### config.mk
export PLATFORM = sky130hd
export DESIGN_NAME = ram_2r1w_req_arbiter
export DESIGN_NICKNAME = d
export VERILOG_FILES = /design/src/rtl/ram_2r1w_req_arbiter.sv
export SDC_FILE = /design/constraint.sdc
export NUM_CORES = 1
export LEC_CHECK = 0
export ABC_AREA = 1
export CORE_MARGIN = 3
export CORE_UTILIZATION = 49
export CTS_BUF_LIST = sky130_fd_sc_hd__clkbuf_8 sky130_fd_sc_hd__clkbuf_16
export DETAILED_ROUTE_END_ITERATION = 10
export PLACE_DENSITY_LB_ADDON = 0.3
export SLEW_MARGIN = 20
export SYNTH_ARGS = -nofsm -noshare
export SYNTH_HDL_FRONTEND = slang
export SYNTH_SLANG_ARGS = --single-unit
### constraint.sdc
create_clock -name clk -period 6.55 [get_ports clk]
set_input_delay 0.655 -clock clk [delete_from_list [all_inputs] [get_ports clk]]
set_output_delay 0.655 -clock clk [all_outputs]
set_load 0.1 [all_outputs]
### src/rtl/ram_2r1w_req_arbiter.sv
// rtl/ram_2r1w_req_arbiter.sv - one write and two read request channels arbitrated onto a 2R1W RAM
// Registered command stage, starvation-bounded write priority, per-port 2-entry response FIFOs.
module ram_2r1w_req_arbiter #(
  parameter int ADDR_WIDTH = 8,
  parameter int DATA_WIDTH = 32,
  parameter int NUM_WMASKS = 4,
  parameter int READ_LAT   = 1,
  parameter int STARVE_MAX = 4
) (
  input  logic                    clk,
  input  logic                    rst,
  input  logic                    w_valid,
  output logic                    w_ready,
  input  logic [ADDR_WIDTH-1:0]   w_addr,
  input  logic [DATA_WIDTH-1:0]   w_data,
  input  logic [NUM_WMASKS-1:0]   w_wmask,
  input  logic [1:0]              r_valid,
  output logic [1:0]              r_ready,
  input  logic [2*ADDR_WIDTH-1:0] r_addr,
  output logic [1:0]              rsp_valid,
  input  logic [1:0]              rsp_ready,
  output logic [2*DATA_WIDTH-1:0] rsp_data,
  output logic                    ram_csb,
  output logic                    ram_web,
  output logic [NUM_WMASKS-1:0]   ram_wmask,
  output logic [2*ADDR_WIDTH-1:0] ram_addr,
  output logic [DATA_WIDTH-1:0]   ram_din,
  input  logic [2*DATA_WIDTH-1:0] ram_dout
);

  logic                  blocked_q;
  logic [3:0]            starve_q;
  logic [READ_LAT:0]     pipe_valid;
  logic [1:0]            pipe_mask [READ_LAT+1];
  logic [DATA_WIDTH-1:0] fifo_mem [2][2];
  logic [1:0]            wr_ptr;
  logic [1:0]            rd_ptr;
  logic [1:0]            occ [2];

  logic [1:0]              eligible;
  logic [2:0]              in_flight;
  logic                    any_eligible;
  logic                    starve_hit;
  logic                    block;
  logic                    grant_write;
  logic                    grant_read;
  logic [2*ADDR_WIDTH-1:0] read_addr;
  logic [1:0]              push;
  logic [1:0]              pop;

  // A port may only issue while its reads in flight plus buffered responses leave FIFO room.
  always_comb begin
    eligible  = '0;
    in_flight = '0;
    for (int p = 0; p < 2; p++) begin
      in_flight = '0;
      for (int k = 0; k <= READ_LAT; k++) begin
        if (pipe_valid[k] && pipe_mask[k][p]) in_flight = in_flight + 3'd1;
      end
      eligible[p] = r_valid[p] && ((in_flight + {1'b0, occ[p]}) < 3'd2);
    end
  end

  always_comb begin
    block        = rst | blocked_q;
    any_eligible = |eligible;
    starve_hit   = (starve_q == 4'(STARVE_MAX));
    grant_write  = !block && w_valid && !(starve_hit && any_eligible);
    grant_read   = !block && !grant_write && any_eligible;
    w_ready      = grant_write;
    r_ready      = grant_read ? eligible : 2'b00;
    read_addr    = '0;
    for (int p = 0; p < 2; p++) begin
      if (r_ready[p]) read_addr[p*ADDR_WIDTH +: ADDR_WIDTH] = r_addr[p*ADDR_WIDTH +: ADDR_WIDTH];
    end
  end

  always_ff @(posedge clk) begin
    blocked_q <= rst;
    if (rst || !(grant_write || grant_read)) begin
      ram_csb   <= 1'b1;
      ram_web   <= 1'b1;
      ram_wmask <= '0;
      ram_addr  <= '0;
      ram_din   <= '0;
    end else if (grant_write) begin
      ram_csb   <= 1'b0;
      ram_web   <= 1'b0;
      ram_wmask <= w_wmask;
      ram_addr  <= {w_addr, w_addr};
      ram_din   <= w_data;
    end else begin
      ram_csb   <= 1'b0;
      ram_web   <= 1'b1;
      ram_wmask <= '0;
      ram_addr  <= read_addr;
      ram_din   <= '0;
    end
  end

  always_ff @(posedge clk) begin
    if (rst || grant_read || !any_eligible) begin
      starve_q <= '0;
    end else if (grant_write && !starve_hit) begin
      starve_q <= starve_q + 4'd1;
    end
  end

  always_ff @(posedge clk) begin
    if (rst) pipe_valid <= '0;
    else     pipe_valid <= {pipe_valid[READ_LAT-1:0], grant_read};
  end

  always_ff @(posedge clk) begin
    pipe_mask[0] <= r_ready;
    for (int k = 1; k <= READ_LAT; k++) pipe_mask[k] <= pipe_mask[k-1];
  end

  always_comb begin
    push = '0;
    pop  = '0;
    for (int p = 0; p < 2; p++) begin
      push[p] = pipe_valid[READ_LAT] && pipe_mask[READ_LAT][p];
      pop[p]  = rsp_valid[p] && rsp_ready[p];
    end
  end

  always_ff @(posedge clk) begin
    if (rst) begin
      wr_ptr <= '0;
      rd_ptr <= '0;
      occ[0] <= '0;
      occ[1] <= '0;
    end else begin
      for (int p = 0; p < 2; p++) begin
        if (push[p]) wr_ptr[p] <= ~wr_ptr[p];
        if (pop[p])  rd_ptr[p] <= ~rd_ptr[p];
        if (push[p] && !pop[p])      occ[p] <= occ[p] + 2'd1;
        else if (pop[p] && !push[p]) occ[p] <= occ[p] - 2'd1;
      end
    end
  end

  always_ff @(posedge clk) begin
    for (int p = 0; p < 2; p++) begin
      if (push[p]) fifo_mem[p][wr_ptr[p]] <= ram_dout[p*DATA_WIDTH +: DATA_WIDTH];
    end
  end

  always_comb begin
    rsp_valid = '0;
    rsp_data  = '0;
    for (int p = 0; p < 2; p++) begin
      rsp_valid[p] = (occ[p] != 2'd0);
      if (rsp_valid[p]) rsp_data[p*DATA_WIDTH +: DATA_WIDTH] = fifo_mem[p][rd_ptr[p]];
    end
  end

endmodule

==> results.sh <==
export IMPL_status="complete, no violations"
export IMPL_grt_usage=0.1988
export IMPL_drtIter0Drc=323
export IMPL_cts_tree="yes"
export IMPL_cp_cell_sequence="nand2_1 > inv_1 > ha_1 > nand2_1 > inv_1 > fa_1 > nor2_1 > nand2_1 > nand2_1 > nand2_1 > nand2_4 > nand2_2 > nor2_1 > clkdlybuf4s50_1"
export IMPL_endpoint_kind="primary output"
export IMPL_antenna_found_initial=0
export IMPL_die_x_um=128.3
export IMPL_worstMarginPinSlew_ps=1093
export IMPL_clock_path_buffers=3
export IMPL_synth_fp_nets=786
export IMPL_finalCritPeriodShare=0.7569
export IMPL_io_buffers=253
export IMPL_cts_htree_levels=1
export IMPL_cp_slowest_cell="clkdlybuf4s50_1"
export IMPL_drc=0
export IMPL_vias=5361
export IMPL_crit_buf_inv=3
export IMPL_placed_area_um2=10020
export IMPL_synth_compound_area_frac=0.05207
export IMPL_synth_adder_area_share=0.01400
export IMPL_synth_xor_area_frac=0.004781
export IMPL_final_common_cell="clkdlybuf4s50_1"
export IMPL_firstDrtPassIters=4
export IMPL_drive_gt1_frac=0.05453
export IMPL_grt_max_degree=56
export IMPL_avgSynthCellArea_um2=11.31
export IMPL_power_density_nw_per_um2=297.6
export IMPL_cpLargestDelayFamily="simple AND/OR/NAND/NOR gates"
export IMPL_rsz0062_at_grt="false"
export IMPL_cp_common_cell="nand2_1"
export IMPL_ant_nets=0
export IMPL_synth_cell_types=26
export IMPL_start_util=0.5023
export IMPL_area_growth_pct=45.50
export IMPL_p_leak_nw=4.197
export IMPL_setup_tns_ps=0
export IMPL_ys_seq_area_frac=0.7294
export IMPL_whs_ps=337.7
export IMPL_dieHeight_um=128.3
export IMPL_cpPeakStageDelay_ps=1170
export IMPL_drv_cap=0
export IMPL_via_per_inst=4.869
export IMPL_rows=44
export IMPL_wirelength_mm=16.97
export IMPL_ioPinCount=254
export IMPL_synthesis_instances=648
export IMPL_postLayoutCellArea_um2=10660
export IMPL_grt_pass1_vias=5231
export IMPL_skew_ps=15.73
export IMPL_die_area_um2=16460
export IMPL_setup_viol_count_final=0
export IMPL_ys_ff_latch=201
export IMPL_place_gp_congestion=0.7634
export IMPL_grt_pass1_wl_mm=25.97
export IMPL_synth_top_family_by_area="simple AND/OR/NAND/NOR gates"
export IMPL_fin_crit_ps=4958
export IMPL_cts_sinks=201
export IMPL_slew_viol_final=0
export IMPL_numCtsBuffers=20
export IMPL_path_clk_slew_ps=60
export IMPL_cp_arrival_ps=4300
export IMPL_cts_resized=0
export IMPL_clk_latency_ps=470
export IMPL_total_power_mw=3.173
export IMPL_cp_data_required_time_ps=5890
export IMPL_wl_per_cell_um=15.41
export IMPL_final_cell_mix="253 x clkdlybuf4s50_1, 132 x edfxtp_1, 121 x nor2_1, 109 x nand2_1"
export IMPL_hold_viol=0
export IMPL_muxShareOfSynthArea=0
export IMPL_path_class="reg2out"
export IMPL_path_max_fanout=55
export IMPL_hold_buffers=0
export IMPL_maxSlewHeadroom=0.2705
export IMPL_n_antenna_cell=0
export IMPL_finalNetCount=1041
export IMPL_syn_area_um2=7328
export IMPL_ir_worst_vdd_mv=0.2153
export IMPL_fmax_ghz=0.2017
export IMPL_hold_class="reg2reg"
export IMPL_place_hpwl_mm=11.52
export IMPL_synthSimpleGateAreaFrac=0.1472
export IMPL_core_area_um2=14590
export IMPL_grt_overflow_total=0
export IMPL_yosys_warnings=0
export IMPL_cts_setup_buffers=0
export IMPL_start_kind="register"
export IMPL_root_buffer="clkbuf_16"
-- synthesized netlist by cell type --
| library cell | number | area share |
|---|---|---|
| a21oi_1 | 36 | 0.025 |
| a21oi_4 | 1 | 0.0022 |
| buf_1 | 3 | 0.0015 |
| buf_2 | 2 | 0.0014 |
| buf_4 | 1 | 0.0010 |
| buf_6 | 3 | 0.0046 |
| clkbuf_1 | 16 | 0.0082 |
| clkinv_1 | 1 | 0.00051 |
| dfxtp_1 | 69 | 0.19 |
| edfxtp_1 | 132 | 0.54 |
| fa_1 | 2 | 0.0055 |
| ha_1 | 5 | 0.0085 |
| inv_1 | 66 | 0.034 |
| inv_2 | 3 | 0.0015 |
| nand2_1 | 109 | 0.056 |
| nand2_2 | 2 | 0.0017 |
| nand2_4 | 1 | 0.0015 |
| nand3_1 | 8 | 0.0055 |
| nand3_2 | 1 | 0.0014 |
| nand4_1 | 16 | 0.014 |
| nor2_1 | 126 | 0.065 |
| nor2_2 | 2 | 0.0017 |
| nor3_1 | 2 | 0.0014 |
| o21ai_0 | 37 | 0.025 |
| xnor2_1 | 2 | 0.0024 |
| xor2_1 | 2 | 0.0024 |
-- cell type report --
type	instances	area [um^2]
fillers	1019	3926
flip-flops and latches	201	5345
clock buffers	23	553.0
inverters	70	262.8
clock inverters	13	86.33
repair buffers	258	2570
multi-input cells	352	1615
well taps	184	230.2
-- routing by layer --
layer	vias to the layer above	GRT usage	wire, um
met5	-	0	0
met2	211	0.3408	8515
met4	0	0.05181	299
li1	2645	-	-
met3	23	0.08208	1952
met1	2482	0.2313	6202
-- final timing paths --
| kind | from | endpoint | slack, ps | depth (start not counted) |
|---|---|---|---|---|
| worst max-delay path | pipe_valid[1]$_SDFF_PP0_ | r_ready[0] | 1590 | 14 |
| worst min-delay path | pipe_mask[0][0]$_DFF_P_ | pipe_mask[0][2]$_DFF_P_ | 340 | 0 |
| worst max register to register | pipe_valid[1]$_SDFF_PP0_ | ram_addr[11]$_SDFF_PP0_ | 3630 | 14 |
| worst min register to register | pipe_mask[0][0]$_DFF_P_ | pipe_mask[0][2]$_DFF_P_ | 340 | 0 |
-- cells by family (layout without fill, tap and decap cells) --
logic type               count (synthesis)  in the layout
AND/OR/NAND/NOR                        267            267
AO/OA/AOI/OAI                           74             74
buffers and inverters                   95            364
XOR/XNOR                                 4              4
adder cells (fa/ha/maj)                  7              7
flip-flops                             201            201
-- power by group --
group          switching (mW)  internal (mW)
clock                   0.444          0.641
combinational           0.523          0.186
sequential             0.0123           1.37
total                   0.979           2.19
-- metrics by stage --
stage | utilization | setup slack (ps) | cells
global route | 0.7309 | 1288 | 1101
global placement | 0.6871 | 2174 | 1065
finish | 0.7309 | 1592 | 1101
floorplan | - | 2685 | 648
detailed placement | 0.6871 | 2084 | 1065
CTS | 0.7309 | 1548 | 1101
-- state kept, by name, summed over array words and instances, names as in the netlist, 2 cells and up --
register,cells
fifo_mem,128
occ,4
pipe_mask,4
pipe_valid,2
ram_addr,16
ram_din,32
ram_wmask,4
rd_ptr,2
starve_q,4
wr_ptr,2
(Power assumes the default switching activity.)
